[config.mk]
export PLATFORM = sky130hd
export DESIGN_NAME = spc_reg_bank
export DESIGN_NICKNAME = d
export VERILOG_FILES = /design/src/rtl/spc_regs_pkg.sv /design/src/rtl/spc_sp_unit.sv /design/src/rtl/spc_reg_bank.sv
export SDC_FILE = /design/constraint.sdc
export NUM_CORES = 1
export LEC_CHECK = 0
export CORE_MARGIN = 2
export CORE_UTILIZATION = 52
export CTS_CLUSTER_SIZE = 30
export DETAILED_ROUTE_END_ITERATION = 10
export PLACE_DENSITY_LB_ADDON = 0.15
export SLEW_MARGIN = 20
export SYNTH_ARGS = -nofsm -noshare
export SYNTH_HDL_FRONTEND = slang
export SYNTH_SLANG_ARGS = --single-unit
[constraint.sdc]
create_clock -name clk -period 4.9 [get_ports clk]
set_clock_uncertainty 0.2 [all_clocks]
set_input_delay 1.47 -clock clk [delete_from_list [all_inputs] [get_ports clk]]
set_output_delay 1.47 -clock clk [all_outputs]
set_load 0.005 [all_outputs]
[src/rtl/spc_regs_pkg.sv]
// Shared definitions for the special-register bank.
// Contents:
//   IDX_*    fixed register indices (ZR, R1-R3, SP, LR, PC, CPSR)
//   SP_*     encoding of the sp_op stack-operation field
//   FLAG_*   NZCV positions inside flags_mask / flags_in; in CPSR a flag
//            at position f lives at bit DATA_W-4+f
package spc_regs_pkg;

    localparam int unsigned IDX_ZR   = 0;
    localparam int unsigned IDX_R1   = 1;
    localparam int unsigned IDX_R2   = 2;
    localparam int unsigned IDX_R3   = 3;
    localparam int unsigned IDX_SP   = 4;
    localparam int unsigned IDX_LR   = 5;
    localparam int unsigned IDX_PC   = 6;
    localparam int unsigned IDX_CPSR = 7;

    localparam logic [1:0] SP_NONE = 2'd0;
    localparam logic [1:0] SP_PUSH = 2'd1;
    localparam logic [1:0] SP_POP  = 2'd2;
    localparam logic [1:0] SP_LOAD = 2'd3;

    localparam int unsigned FLAG_N = 3;
    localparam int unsigned FLAG_Z = 2;
    localparam int unsigned FLAG_C = 1;
    localparam int unsigned FLAG_V = 0;

endpackage

[src/rtl/spc_sp_unit.sv]
// Stack-pointer arithmetic, purely combinational.
// Ports:
//   sp          current SP
//   sp_op       none / push / pop / load
//   sp_wr_data  value used by a load
//   sp_next     SP value to register at the next edge
//   sp_addr     memory address of this cycle's stack access
// Push pre-decrements (address is the new SP), pop post-increments (address
// is the old SP). All arithmetic wraps modulo 2^DATA_W.
module spc_sp_unit #(
    parameter int DATA_W = 32
) (
    input  logic [DATA_W-1:0] sp,
    input  logic [1:0]        sp_op,
    input  logic [DATA_W-1:0] sp_wr_data,
    output logic [DATA_W-1:0] sp_next,
    output logic [DATA_W-1:0] sp_addr
);
    import spc_regs_pkg::*;

    localparam logic [DATA_W-1:0] BYTES = DATA_W'(DATA_W / 8);

    always_comb begin
        sp_next = sp;
        sp_addr = sp;
        case (sp_op)
            SP_PUSH: begin
                sp_next = sp - BYTES;
                sp_addr = sp - BYTES;
            end
            SP_POP:  sp_next = sp + BYTES;
            SP_LOAD: sp_next = sp_wr_data;
            default: ;
        endcase
    end

endmodule

[src/rtl/spc_reg_bank.sv]
// Special-register bank: ZR, R1-R3, SP, LR, PC, CPSR plus optional scratch
// entries up to NUM_REGS.
// Ports:
//   clk, reset                 clock; asynchronous active-low reset
//   pc_wr_en/pc_wr_data/pc_hold  branch load and stall of PC auto-increment
//   sp_op/sp_wr_data           stack push/pop/load
//   lr_wr_en/lr_wr_data        link register load
//   flags_wr_en/mask/in        masked NZCV update of CPSR
//   usr_wr_*/usr_rd_*          general user write and combinational read port
//   pc, sp, lr, cpsr           current register values
//   sp_addr                    address of this cycle's stack access
//   usr_wr_dropped             one-cycle pulse after a discarded user write
// A dedicated channel always beats the user port on the same register; the
// losing user write is dropped and reported on the following cycle.
module spc_reg_bank #(
    parameter int                 DATA_W   = 32,
    parameter int                 NUM_REGS = 8,
    parameter int                 PC_STEP  = 4,
    parameter logic [DATA_W-1:0]  RESET_PC = '0,
    parameter logic [DATA_W-1:0]  RESET_SP = DATA_W'('h1000),
    parameter bit                 BYPASS   = 1'b1,
    localparam int                AW       = $clog2(NUM_REGS)
) (
    input  logic              clk,
    input  logic              reset,
    input  logic              pc_wr_en,
    input  logic [DATA_W-1:0] pc_wr_data,
    input  logic              pc_hold,
    input  logic [1:0]        sp_op,
    input  logic [DATA_W-1:0] sp_wr_data,
    input  logic              lr_wr_en,
    input  logic [DATA_W-1:0] lr_wr_data,
    input  logic              flags_wr_en,
    input  logic [3:0]        flags_mask,
    input  logic [3:0]        flags_in,
    input  logic              usr_wr_en,
    input  logic [AW-1:0]     usr_wr_addr,
    input  logic [DATA_W-1:0] usr_wr_data,
    input  logic [AW-1:0]     usr_rd_addr,
    output logic [DATA_W-1:0] usr_rd_data,
    output logic [DATA_W-1:0] pc,
    output logic [DATA_W-1:0] sp,
    output logic [DATA_W-1:0] lr,
    output logic [DATA_W-1:0] cpsr,
    output logic [DATA_W-1:0] sp_addr,
    output logic              usr_wr_dropped
);
    import spc_regs_pkg::*;

    localparam logic [AW-1:0] A_ZR   = AW'(IDX_ZR);
    localparam logic [AW-1:0] A_SP   = AW'(IDX_SP);
    localparam logic [AW-1:0] A_LR   = AW'(IDX_LR);
    localparam logic [AW-1:0] A_PC   = AW'(IDX_PC);
    localparam logic [AW-1:0] A_CPSR = AW'(IDX_CPSR);

    logic [DATA_W-1:0] regs     [NUM_REGS];
    logic [DATA_W-1:0] regs_nxt [NUM_REGS];
    logic [DATA_W-1:0] sp_next;
    logic              flags_active;
    logic              usr_blocked;
    logic              usr_accept;

    // Replace only the masked NZCV bits at the top of CPSR.
    function automatic logic [DATA_W-1:0] merge_flags(
        input logic [DATA_W-1:0] cpsr_q,
        input logic [3:0]        mask,
        input logic [3:0]        flags
    );
        logic [DATA_W-1:0] r;
        r = cpsr_q;
        if (mask[FLAG_N]) r[DATA_W-4+FLAG_N] = flags[FLAG_N];
        if (mask[FLAG_Z]) r[DATA_W-4+FLAG_Z] = flags[FLAG_Z];
        if (mask[FLAG_C]) r[DATA_W-4+FLAG_C] = flags[FLAG_C];
        if (mask[FLAG_V]) r[DATA_W-4+FLAG_V] = flags[FLAG_V];
        return r;
    endfunction

    spc_sp_unit #(.DATA_W(DATA_W)) u_sp (
        .sp         (regs[IDX_SP]),
        .sp_op      (sp_op),
        .sp_wr_data (sp_wr_data),
        .sp_next    (sp_next),
        .sp_addr    (sp_addr)
    );

    // A zero mask is not an update, so it does not block a user write to CPSR.
    assign flags_active = flags_wr_en && (flags_mask != 4'd0);

    // PC auto-increment alone never blocks the user port; only a branch does.
    assign usr_blocked = (usr_wr_addr == A_PC   && pc_wr_en)
                      || (usr_wr_addr == A_SP   && sp_op != SP_NONE)
                      || (usr_wr_addr == A_LR   && lr_wr_en)
                      || (usr_wr_addr == A_CPSR && flags_active);

    assign usr_accept = usr_wr_en && (usr_wr_addr != A_ZR) && !usr_blocked;

    // Later assignments win: increment, then user write, then dedicated channels.
    always_comb begin
        for (int i = 0; i < NUM_REGS; i++) regs_nxt[i] = regs[i];
        regs_nxt[IDX_PC] = pc_hold ? regs[IDX_PC] : regs[IDX_PC] + DATA_W'(PC_STEP);
        if (usr_accept)         regs_nxt[usr_wr_addr] = usr_wr_data;
        if (pc_wr_en)           regs_nxt[IDX_PC]      = pc_wr_data;
        if (sp_op != SP_NONE)   regs_nxt[IDX_SP]      = sp_next;
        if (lr_wr_en)           regs_nxt[IDX_LR]      = lr_wr_data;
        if (flags_active)       regs_nxt[IDX_CPSR]    = merge_flags(regs[IDX_CPSR], flags_mask, flags_in);
        regs_nxt[IDX_ZR] = '0;
    end

    // Register stage: architectural state and the drop pulse
    always_ff @(posedge clk or negedge reset) begin
        if (!reset) begin
            for (int i = 0; i < NUM_REGS; i++) regs[i] <= '0;
            regs[IDX_SP]   <= RESET_SP;
            regs[IDX_PC]   <= RESET_PC;
            usr_wr_dropped <= 1'b0;
        end else begin
            for (int i = 0; i < NUM_REGS; i++) regs[i] <= regs_nxt[i];
            usr_wr_dropped <= usr_wr_en && !usr_accept;
        end
    end

    always_comb begin
        usr_rd_data = regs[usr_rd_addr];
        if (BYPASS && usr_accept && (usr_wr_addr == usr_rd_addr)) usr_rd_data = usr_wr_data;
        if (usr_rd_addr == A_ZR) usr_rd_data = '0;
    end

    assign pc   = regs[IDX_PC];
    assign sp   = regs[IDX_SP];
    assign lr   = regs[IDX_LR];
    assign cpsr = regs[IDX_CPSR];

endmodule

Word level (Yosys, flattened, before mapping)
Index checks and enable logic that the tools add are counted.

storage, ports and cells
  register bits = 225
  bits in latches = 0
  RAM bits = 0
  bits in read-only memories = 0
  input bits = 151
  output and inout port bits = 193
  word-level logic and storage cells = 82
  memories kept = 0

operators by class
  add/subtract/negate cells = 3
  multipliers = 0
  divide/modulo/power cells = 0
  $lt $le $gt $ge = 3
  equality and inequality tests = 13
  shift-type cells = 0
  muxes and demuxes = 20
  bitwise operators = 3
  reduce and logical (&&, ||, !) cells = 28

operators by type and width
  cell                                                                     number
  32-bit two-way mux                                                       11
  256-bit bitwise mux                                                      1
  128-bit two-way mux                                                      1
  32-bit binary-select mux with 3-bit select                               1
  32-bit demux with 3-bit select                                           1
  32-bit one-hot mux with 3 select lines                                   1
  32-bit by 3-bit adder with 32-bit output, second input constant          2
  32-bit by 3-bit subtractor with 32-bit output, second input constant     1
  3-bit equality test, second input constant                               4
  2-bit AND reduction                                                      6
  1-bit logical AND                                                        10
  4-bit >= comparator, second input constant                               2
  2-bit inequality test, second input constant                             4
  3-bit NOT with 4-bit output                                              2
  2-bit nonzero test                                                       4
  2-bit equality test, second input constant                               2
  4-bit by 1-bit < comparator with 1-bit output, second input constant     1
  1-bit two-way mux                                                        4
  4-bit by 1-bit inequality test with 1-bit output, second input constant  1
  4-bit nonzero test                                                       1
  3-bit equality test                                                      1
  3-bit logical NOT                                                        1
  1-bit logical OR                                                         3
  3-bit nonzero test                                                       1
  other kinds (3)                                                          4

Depth between registers and ports, before layout
  word-level depth = 10
  depth in mapped cells = 9
  depth with buffers taken out = 7

Hierarchy
Synthesis repeated with hierarchy kept, for this count alone.

unflattened totals
  cell total of the unflattened synthesis = 1775
  area, all modules = 15600.0 µm²

modules (own cells, without submodules)
  module        times used  cells each  area an instance (µm²)  sequential area each (µm²)
  spc_reg_bank  1           1359        13165.1                 5631.7
  spc_sp_unit   1           416         2434.8                  0.0

Worst setup path before layout
No wires, ideal clock.

  path type = in2out
  from = in sp_op[0]
  to = out usr_rd_data[21]
  arrival = 2.965 ns
  required time = 3.230 ns
  setup slack = 0.265 ns
  stages = 8
  path buffers = 1
  cell sequence = inv_1 ha_1 nor2b_1 a211oi_1 o21ai_2 nand4b_2 buf_2 mux2_2

on the way
  longest elaborated chain between the ends = 10

RTL lines
  what                line                 text
  from (decl)         spc_reg_bank.sv:29   input logic [1:0] sp_op,
  2-bit nonzero test  spc_reg_bank.sv:91   || (usr_wr_addr == A_SP && sp_op != SP_NONE)
  1-bit logical AND   spc_reg_bank.sv:91
  1-bit logical OR    spc_reg_bank.sv:91
  1-bit logical OR    spc_reg_bank.sv:92   || (usr_wr_addr == A_LR && lr_wr_en)
  1-bit logical OR    spc_reg_bank.sv:93   || (usr_wr_addr == A_CPSR && flags_active);
  1-bit logical NOT   spc_reg_bank.sv:95   assign usr_accept = usr_wr_en && (usr_wr_addr != A_ZR) && !usr_blocked;
  1-bit logical AND   spc_reg_bank.sv:95
  1-bit logical AND   spc_reg_bank.sv:124  if (BYPASS && usr_accept && (usr_wr_addr == usr_rd_addr)) usr_rd_data = usr_wr_data;
  32-bit two-way mux  spc_reg_bank.sv:124
  32-bit two-way mux  spc_reg_bank.sv:125  if (usr_rd_addr == A_ZR) usr_rd_data = '0;
  to (decl)           spc_reg_bank.sv:40   output logic [DATA_W-1:0] usr_rd_data,

Every way passes these cells.

Worst setup path in the final report
  from = in flags_mask[2]
  to = out usr_rd_data[1]

on the way
  longest elaborated chain between the ends = 9

RTL lines
  what                line                 text
  from (decl)         spc_reg_bank.sv:34   input logic [3:0] flags_mask,
  4-bit nonzero test  spc_reg_bank.sv:87   assign flags_active = flags_wr_en && (flags_mask != 4'd0);
  1-bit logical AND   spc_reg_bank.sv:87
  1-bit logical AND   spc_reg_bank.sv:93
  1-bit logical OR    spc_reg_bank.sv:93
  1-bit logical NOT   spc_reg_bank.sv:95
  1-bit logical AND   spc_reg_bank.sv:95
  1-bit logical AND   spc_reg_bank.sv:124
  32-bit two-way mux  spc_reg_bank.sv:124
  32-bit two-way mux  spc_reg_bank.sv:125

Every way passes these cells.

==> Flow_metrics.wiki <==
{| class="wikitable"
! Metric !! Value
|-
| Outcome || finished, violations left
|-
| Failing checks || setup timing
|-
| Number of synthesized flops with an enable pin || 0
|-
| Net Count, Synth || ~1800
|-
| Fraction of post-synthesis cell area in the top cell type by area || 0.362
|-
| Power per standard cell area || 344 mW/mm^2
|-
| Leak Pwr || 8.30 nW
|-
| Pin count of the biggest net entering global routing || 98
|-
| Max IR drop VDD || 0.000296 V
|-
| Count of nets after finishing || between 2000 and 2500
|-
| Cell internal pwr || 4.65 mW
|-
| Cell area after technology mapping || approximately 0.015 mm^2
|-
| Yosys warnings || 0
|-
| Count of endpoints failing setup in the final report || 24
|-
| Critical-path top delay cell || sky130_fd_sc_hd__o41a_1
|-
| CP Data Required Time || roughly 3.2 ns
|-
| Area growth from synthesis to final layout || 29.0%
|-
| Starting density of the core || 0.525
|-
| Cell chain of the critical path || buf_6 -> o41a_1 -> and3_1 -> o21ai_2 -> nand4b_4 -> buf_12 -> buf_12 -> mux2_4 -> buf_6
|-
| Latest clock arrival within the worst-skew pair || between 0.5 and 0.6 ns
|-
| Final Wtd Congestion || 0.966
|-
| Number of synthesized register bits || 225
|-
| Worst Hold Class || register to register
|-
| Number of remaining DRC errors || 0
|-
| Worst slew pin tran || 0.926 ns
|-
| Hold Buf Count CTS || 0
|-
| Buffer levels on the longest clock path || 3
|-
| Part of the power in registers || 0.378
|-
| Fraction of the mapped netlist area in adder cells || 0.00566
|-
| Distinct cell type count of the synthesized netlist || between 90 and 100
|-
| Total net switching power || ~2.2 mW
|-
| Maximum level of the CTS H-tree || 1
|-
| Post-layout worst setup margin || -0.110 ns
|-
| Vias post-DR || about 14000
|-
| Utilization of the core after routing || 0.678
|-
| Detailed Route Iter0 Violations || 1272
|-
| Largest family of logic cells by synthesized area || multiplexers
|-
| Fraction of layout cells with a size suffix above 1 || 0.261
|-
| Final HPWL from detailed placement || 39000 um
|-
| CTS root buffer || sky130_fd_sc_hd__clkbuf_16
|-
| Row cnt || between 60 and 70
|-
| Share of the cycle needed by the critical path after routing || 1.02
|-
| Post-detailed-placement cell area || between 0.015 and 0.02 mm^2
|-
| Worst-path maximum fanout || 6
|-
| Finished Cell Area || about 0.02 mm^2
|-
| Tot GR Track Use || 0.339
|-
| Max-capacitance violation count || 0
|-
| Number of pins with negative max-slew slack in the final report || 0
|-
| Critical path startpoint category || primary input
|-
| Library cell with the highest instance count after synthesis || sky130_fd_sc_hd__dfrtp_1
|-
| Simple-gate portion of the synthesized area || 0.152
|-
| Placed Cells || approximately 2200
|-
| Final Total Pwr || around 7 mW
|-
| Sw frac || 0.324
|-
| Arrival time at the worst endpoint || ~3.3 ns
|-
| Complex-gate fraction of the synthesized area || 0.130
|-
| Core outline area || about 0.029 mm^2
|-
| Top cells by area in the synthesized netlist || sky130_fd_sc_hd__dfrtp_1 (36%), sky130_fd_sc_hd__mux2_2 (13%), sky130_fd_sc_hd__buf_4 (6.4%)
|-
| IO Pins || between 300 and 400
|-
| Die extent in x || around 180 um
|-
| Final critical delay including setup and external delays || around 5.0 ns
|-
| Share of power burned in combinational logic || 0.349
|-
| WL/cell || ~24 um
|-
| Wire length of the first global-routing pass || slightly above 80000 um
|-
| Most frequent cells after synthesis || sky130_fd_sc_hd__dfrtp_1 (224), sky130_fd_sc_hd__mux2_2 (180), sky130_fd_sc_hd__nand2_1 (138), sky130_fd_sc_hd__buf_4 (133), sky130_fd_sc_hd__nor2_1 (109)
|-
| Final cell count without fillers || between 2000 and 2500
|-
| Setup repair after global routing missed its margin || yes
|-
| Critical path class || primary input to primary output
|-
| Overflow left after global routing || 0
|-
| Clock tree from TritonCTS || built
|-
| Most area-hungry cell type in the Yosys netlist || sky130_fd_sc_hd__dfrtp_1
|-
| Final Routed Wirelength || 54000 um
|-
| Seq/Total Area, Yosys || 0.364
|-
| Worst slew slack as a fraction of its limit || 0.377
|-
| Die Ht || around 180 um
|-
| Average cell area after synthesis || approximately 9.7 um^2
|-
| Number of clock sinks || around 230
|-
| XOR/XNOR share of the synthesized area || 0.0424
|-
| Number of hold-slack violations in the final timing report || 0
|-
| Clock transition at path regs || ~0.060 ns
|-
| Remaining antenna violation count after routing || 0
|-
| Overall die area || 0.0312 mm^2
|-
| Via count of the first global-routing pass || roughly 14000
|-
| Pre-Repair DR Iteration Count || 6
|-
| Worst Setup End Kind || primary output
|-
| Input/output buffers || 343
|-
| Gate count after technology mapping || roughly 1600
|-
| Fraction of power consumed by the clock network || 0.272
|-
| Vias per std cell || around 6.1
|-
| Initial antenna violation count || 1
|-
| Most used DFF post-synth || sky130_fd_sc_hd__dfrtp_1
|-
| Fmax || ~0.2 GHz
|-
| Ys async rst share || 1.00
|-
| Largest stage delay on the critical path || between 0.4 and 0.5 ns
|-
| Share of synthesized area spent on multiplexers || 0.192
|-
| Number of CTS-inserted buffers || 25
|}
-- repair_timing --
action / in CTS / in global routing
setup buffers: 3 / 3
pin swaps: 5 / 6
gates resized for setup: 149 / 27
gates cloned: 2 / 0
endpoints found under the setup margin: 60 / 46
-- power by group through the flow --
| stage | combinational [mW] | sequential, mW | clock, mW |
|---|---|---|---|
| 3_3_place_gp | 2.35 | 2.59 | 0 |
| 4_1_cts | 2.38 | 2.58 | 1.89 |
| 5_1_grt | 2.58 | 2.64 | 1.97 |
| 6_report | 2.40 | 2.60 | 1.87 |
| 2_1_floorplan | 1.54 | 2.43 | 0 |
| 3_5_place_dp | 2.39 | 2.61 | 0 |
-- layout make-up --
class / count / area (um^2)
fillers: 2375 / 9500
multi-input cells: 1065 / 8210
flip-flops and latches: 225 / 5630
repair buffers: 492 / 4660
clock buffers: 35 / 733
well taps: 390 / 488
inverters: 46 / 175
clock inverters: 8 / 73.8
diodes: 1 / 2.50
-- critical path: cells and delay by family --
family	cells	cell delay [ns]
simple gates	2	0.37
compound gates	2	0.66
mux	1	0.30
buf+inv	4	0.53
-- sequential cells by signal, indices dropped and copies added (netlist names) --
register        flops
regs               96
pc                 32
cpsr               32
usr_wr_dropped      1
lr                 32
sp                 32
-- cell families after synthesis --
logic type	Yosys count
muxes	235
and+or+nand+nor	448
AOI/OAI and AO/OA	300
xor gates and xnor gates	75
DFF	225
adders and majority gates	7
buffers and inverters	309
-- metrics by stage --
step	setup WS (ns)	hold slack [ns]	setup TNS (ns)
floorplan	0.265	0.245	0
global placement	-0.790	0.266	-25.60
detailed placement	-0.839	0.288	-27.32
CTS	-0.127	0.301	-2.05
global route	-0.125	0.319	-2.36
finish	-0.110	0.302	-1.79
-- layout by cell type, fill, tap and decap left out, drive strengths merged, types with 11 or more instances in the layout --
cell / count
clkdlybuf4s50: 291
dfrtp: 224
mux2: 181
buf: 181
nand2: 138
nor2: 110
a21oi: 75
o21ai: 50
inv: 47
o22ai: 41
nand3: 40
xnor2: 38
xor2: 37
clkbuf: 36
a221oi: 33
mux4: 32
nand4: 31
nor4: 26
nor3: 25
mux2i: 22
and3: 16
a22oi: 15
a31oi: 11
a32oi: 11
dlygate4sd2: 11
-- worst paths after layout --
| check | from | end | slack [ns] | depth (start not counted) |
|---|---|---|---|---|
| hold reg to reg | regs[207] | regs[207] | 0.30 | 1 |
| max in group asynchronous | reset | regs[152] | 2.76 | 2 |
| hold / removal | regs[207] | regs[207] | 0.30 | 1 |
| setup / recovery | flags_mask[2] | usr_rd_data[1] | -0.11 | 9 |
| setup reg to reg | sp[4] | sp[22] | 1.98 | 6 |
| min in group asynchronous | reset | sp[26] | 0.75 | 1 |
-- per-layer routing --
layer / global-route usage / up-vias / share of wire
met5: 0 / - / 0
met4: 0.108 / 0 / 0.035
met3: 0.0633 / 108 / 0.091
met2: 0.529 / 756 / 0.45
met1: 0.477 / 6842 / 0.42
li1: - / 6189 / -
Note: power is estimated with default switching activity, not from simulation.
